## src/rtl/microseq.sv

```systemverilog
// Am2910-style microprogram sequencer: micro-PC, loop/count register R and a
// small LIFO stack produce the next control-store address Y each cycle.
module microseq #(
  parameter int AW    = 12,
  parameter int DEPTH = 5
) (
  input  logic          clk,
  input  logic          reset,
  input  logic [3:0]    I,
  input  logic          cc,
  input  logic          nCCEN,
  input  logic          nRLD,
  input  logic          CI,
  input  logic [AW-1:0] D,
  output logic [AW-1:0] Y,
  output logic          nPL,
  output logic          nMAP,
  output logic          nVECT,
  output logic          nFULL
);

  localparam int SPW = $clog2(DEPTH + 1);
  localparam logic [SPW-1:0] SP_FULL = SPW'(DEPTH);

  typedef enum logic [3:0] {
    JZ   = 4'd0,  CJS  = 4'd1,  JMAP = 4'd2,  CJP  = 4'd3,
    PUSH = 4'd4,  JSRP = 4'd5,  CJV  = 4'd6,  JRP  = 4'd7,
    RFCT = 4'd8,  RPCT = 4'd9,  CRTN = 4'd10, CJPP = 4'd11,
    LDCT = 4'd12, LOOP = 4'd13, CONT = 4'd14, TWB  = 4'd15
  } instr_t;

  instr_t         op;
  logic [AW-1:0]  upc;
  logic [AW-1:0]  r;
  logic [AW-1:0]  tos;
  logic [AW-1:0]  stk [DEPTH];
  logic [SPW-1:0] sp;
  logic           pass, r_zero;
  logic           push, pop, clr, r_dec, r_load;

  assign op     = instr_t'(I);
  assign pass   = nCCEN | cc;
  assign r_zero = (r == '0);
  // An empty stack reads entry 0 rather than an undefined slot.
  assign tos    = (sp == '0) ? stk[0] : stk[sp - SPW'(1)];

  assign nMAP  = (op != JMAP);
  assign nVECT = (op != CJV);
  assign nPL   = (op == JMAP) || (op == CJV);
  assign nFULL = (sp != SP_FULL);

  always_comb begin
    Y      = upc;
    push   = 1'b0;
    pop    = 1'b0;
    clr    = 1'b0;
    r_dec  = 1'b0;
    r_load = 1'b0;
    case (op)
      JZ:   begin Y = '0; clr = 1'b1; end
      CJS:  if (pass) begin Y = D; push = 1'b1; end
      JMAP: Y = D;
      CJP:  if (pass) Y = D;
      PUSH: begin push = 1'b1; r_load = pass; end
      JSRP: begin push = 1'b1; Y = pass ? D : r; end
      CJV:  if (pass) Y = D;
      JRP:  Y = pass ? D : r;
      RFCT: if (!r_zero) begin Y = tos; r_dec = 1'b1; end
            else pop = 1'b1;
      RPCT: if (!r_zero) begin Y = D; r_dec = 1'b1; end
      CRTN: if (pass) begin Y = tos; pop = 1'b1; end
      CJPP: if (pass) begin Y = D; pop = 1'b1; end
      LDCT: r_load = 1'b1;
      LOOP: if (pass) pop = 1'b1;
            else Y = tos;
      CONT: ;
      TWB:  if (pass) pop = 1'b1;
            else if (!r_zero) begin Y = tos; r_dec = 1'b1; end
            else begin Y = D; pop = 1'b1; end
      default: ;
    endcase
  end

  always_ff @(posedge clk or posedge reset) begin
    if (reset) begin
      upc <= '0;
      r   <= '0;
      sp  <= '0;
      for (int k = 0; k < DEPTH; k++) stk[k] <= '0;
    end else begin
      upc <= Y + {{(AW-1){1'b0}}, CI};

      // External load has priority over any instruction effect on R.
      if (!nRLD)       r <= D;
      else if (r_load) r <= D;
      else if (r_dec)  r <= r - AW'(1);

      if (clr) begin
        sp <= '0;
      end else if (push) begin
        if (sp == SP_FULL) begin
          stk[DEPTH-1] <= upc;
        end else begin
          stk[sp] <= upc;
          sp      <= sp + SPW'(1);
        end
      end else if (pop && (sp != '0)) begin
        sp <= sp - SPW'(1);
      end
    end
  end

endmodule

```

## config.mk

```make
export PLATFORM = sky130hd
export DESIGN_NAME = microseq
export DESIGN_NICKNAME = d
export VERILOG_FILES = /design/src/rtl/microseq.sv
export SDC_FILE = /design/constraint.sdc
export NUM_CORES = 1
export LEC_CHECK = 0
export BUFFER_PORTS_ARGS = -buffer_cell sky130_fd_sc_hd__buf_4
export CORE_MARGIN = 4
export CORE_UTILIZATION = 55
export CTS_BUF_LIST = sky130_fd_sc_hd__clkbuf_8 sky130_fd_sc_hd__clkbuf_16
export DETAILED_ROUTE_END_ITERATION = 10
export PLACE_DENSITY = 0.81
export SLEW_MARGIN = 20
export SYNTH_ARGS = -nofsm -noshare
export SYNTH_HDL_FRONTEND = slang
export SYNTH_SLANG_ARGS = --single-unit
```

## constraint.sdc

```tcl
create_clock -name clk -period 3.8 [get_ports clk]
set_input_delay 0.76 -clock clk [delete_from_list [all_inputs] [get_ports clk]]
set_output_delay 0.76 -clock clk [all_outputs]
set_load 0.05 [all_outputs]
```

==> flow_metrics.py <==
metrics = {
    "run_status": {
        "status": "completed",
    },
    "die": {
        "die_h_microns": 106.5,
        "io_pins": 38,
        "die_x_microns": 106.5,
        "core-area_sq_um": 9328,
        "rows": 35,
        "dieArea_sq_um": 11340,
        "initial_core_util": 0.5721,
    },
    "synthesis": {
        "synth_common_cells": "87 x dfrtp_1, 79 x nand2_1, 51 x o21ai_0, 36 x mux2_2",
        "synthTopCellsByArea": "dfrtp_1 41%, mux2_2 7.6%, nand2_1 5.6%, mux4_2 5.1%, o21ai_0 4.8%",
        "synthArstFlopShare": 1.000,
        "syn-num-nets": 555,
        "synth_area_sq_um": 5336,
        "yosysMostFrequentCell": "dfrtp_1",
        "ys_warn_count": 0,
        "synthCells": 526,
        "synth_seq_cells": 87,
        "synth_top_area_cell": "dfrtp_1",
        "syn_avg_cell_area_sq_um": 10.15,
        "synth_top_area_share": 0.4080,
        "synthDistinctLibCells": 82,
        "synth_edf_count": 0,
        "synth-main-ff-cell": "dfrtp_1",
        "yosysSeqAreaShare": 0.4080,
    },
    "placement": {
        "hpwl_microns": 10360,
        "pre_cts_ws_ns": 0.1596,
        "gp_congestion": 0.9371,
        "port_buffers": 37,
    },
    "timing": {
        "fmax_mhz": 268.3,
        "fin_ws_ns": 0.07240,
        "tns_ns": 0,
        "worst_pin_slew_ns": 0.7418,
        "fin_skew_ns": 0.02317,
        "setup_violations": 0,
        "hold_viol": 0,
        "timing.final.crit_share": 0.9809,
        "slew_viol_final": 0,
        "relSlewSlack": 0.5043,
        "period_minus_slack_ns": 3.728,
    },
    "cts": {
        "clock-root-buffer": "clkbuf_8",
        "ctsHtreeMaxLevel": 3,
        "cts-buffers-inserted": 9,
        "hold_buffers": 0,
        "cts_tree": "built",
        "clock_latency_ns": 0.38,
        "clock-sinks": 87,
        "cts_max_path_buffers": 2,
        "path_clk_slew_ns": 0.11,
    },
    "layout": {
        "drive_above_1_share": 0.3007,
        "nFillCells": 703,
        "num_antenna_cells": 0,
        "finalNetCount": 596,
        "fin_util": 0.6612,
        "area_growth_pct": 15.57,
    },
    "pwr": {
        "leakage_nw": 2.638,
        "pwr-share-clk": 0.161,
        "cellPowerDensity_nw_per_um2": 655.0,
        "p_seq_frac": 0.385,
        "p_int_mw": 2.398,
        "p_comb_frac": 0.454,
        "p_sw_frac": 0.4063,
        "vdd_drop_max_mv": 0.2507,
        "switchingPower_mw": 1.641,
    },
    "grt": {
        "grt_max_degree": 44,
        "grt_pass1_vias": 4563,
        "antenna_found_initial": 0,
        "grt_pass1_wl_microns": 23290,
        "grt-ovfl-total": 0,
        "grt_use_total": 0.2597,
    },
    "job": {
        "cap_violations": 0,
    },
    "critical_path": {
        "path_class": "flip-flop to primary output",
        "endpoint_kind": "primary output",
        "crit_arrival_ns": 2.97,
        "crit_fanout": 4,
        "required_ns": 3.04,
        "startpoint_type": "flip-flop",
    },
    "detailed_routing": {
        "initialDrtViolationCount": 235,
        "wl_per_cell_microns": 20.21,
        "drt_first_pass_iters": 5,
        "drc": 0,
        "vias": 4548,
        "totalWireLength_microns": 14170,
        "postRouteAntennaNets": 0,
        "vias_per_cell": 6.488,
    },
    "worst_hold_path": {
        "hold_path.class": "input port to async pin",
    },
}
[metrics by stage]
stage	cells	hold slack, ns	area (sq um)	power, mW
after floorplan	526	0.4446	5399	2.793
after global placement	680	0.4574	5814	3.191
after detailed placement	680	0.4683	5814	3.274
after CTS	696	0.4936	6076	3.977
after global routing	701	0.5141	6167	4.275
final	701	0.4658	6167	4.040
[logic make-up (layout without fill, tap and decap cells)]
| family | Yosys count | count (layout) | share of synthesized area |
|---|---|---|---|
| DFF | 87 | 87 | 0.4080 |
| AOI/OAI and AO/OA | 136 | 136 | 0.1878 |
| buffers and inverters | 48 | 94 | 0.03892 |
| adders and majority gates | 7 | 7 | 0.01641 |
| xor gates and xnor gates | 21 | 21 | 0.03447 |
| muxes | 51 | 51 | 0.1332 |
| and+or+nand+nor | 176 | 176 | 0.1812 |
[placed cells by master, fill, tap and decap left out, drive strengths merged, types with 4 or more instances in the layout]
| cell | synthesis | final |
|---|---|---|
| dfrtp | 87 | 87 |
| nand2 | 79 | 79 |
| buf | 12 | 59 |
| o21ai | 55 | 55 |
| mux2 | 37 | 37 |
| inv | 19 | 22 |
| nor2 | 18 | 18 |
| nor3 | 13 | 13 |
| xnor2 | 12 | 12 |
| mux4 | 12 | 12 |
| a21boi | 12 | 12 |
| a21oi | 12 | 12 |
| a221o | 11 | 11 |
| clkbuf | 17 | 9 |
| xor2 | 9 | 9 |
| nand3 | 7 | 7 |
| ha | 7 | 7 |
| nand2b | 6 | 6 |
| or3 | 6 | 6 |
| nor4 | 6 | 6 |
| nor2b | 5 | 5 |
| o2111ai | 5 | 5 |
| and2 | 4 | 4 |
| and3 | 4 | 4 |
| or2 | 4 | 4 |
| a221oi | 4 | 4 |
[critical path, cell delays in order (launching register included)]
cell and delay (ns):
dfrtp_1 0.42, inv_1 0.11, ha_1 0.21, or4b_4 0.53, o31ai_4 0.26, o211ai_4 0.13
a2111oi_4 0.39, nor2_1 0.11, o21a_1 0.24, buf_4 0.20
[final timing paths]
| kind | from | endpoint | slack (ns) | depth (start not counted) |
|---|---|---|---|---|
| setup / recovery | r[0] | Y[1] | 0.07 | 9 |
| hold / removal | reset | stk[43] | 0.47 | 2 |
| setup reg to reg | r[0] | upc[10] | 0.48 | 13 |
| hold reg to reg | stk[43] | stk[43] | 0.49 | 2 |
| max in group asynchronous | reset | sp[1] | 2.53 | 3 |
| min in group clk | stk[43] | stk[43] | 0.49 | 2 |
[registers in the layout, summed over array words and instances (netlist names)]
name / count
stk: 60
r: 12
sp: 3
upc: 12
[per-layer routing]
metal	GRT usage	up-vias	part of all wire
met4	0.1114	0	0.027
li1	-	2023	-
met5	0	-	0
met1	0.3282	2266	0.40
met2	0.4389	216	0.51
met3	0.04675	43	0.069
[power groups by stage]
| stage | registers [mW] | logic, mW | clock network [mW] |
|---|---|---|---|
| 6_report | 1.55 | 1.83 | 0.651 |
| 5_1_grt | 1.59 | 1.99 | 0.696 |
| 4_1_cts | 1.54 | 1.79 | 0.653 |
| 3_5_place_dp | 1.55 | 1.72 | 0 |
| 3_3_place_gp | 1.53 | 1.66 | 0 |
| 2_1_floorplan | 1.46 | 1.33 | 0 |
[timing repair]
item | 4_1_cts | 5_1_grt
hold endpoints to repair | 0 | 0
gates resized for setup | 9 | 11
setup endpoints to repair | 7 | 10
pin swaps | 2 | 6
buffers inserted | 0 | 5
[area by class of cell]
type	count	area, sq um	share of cell area
flip-flops and latches	87	2180	0.3534
multi-input cells	391	3095	0.5019
clock inverters	7	75.07	0.01217
well taps	129	161.4	0.02617
repair buffers	59	459.2	0.07446
inverters	19	72.57	0.01177
clock buffers	9	123.9	0.02009
Power figures use the tool's default switching activity.
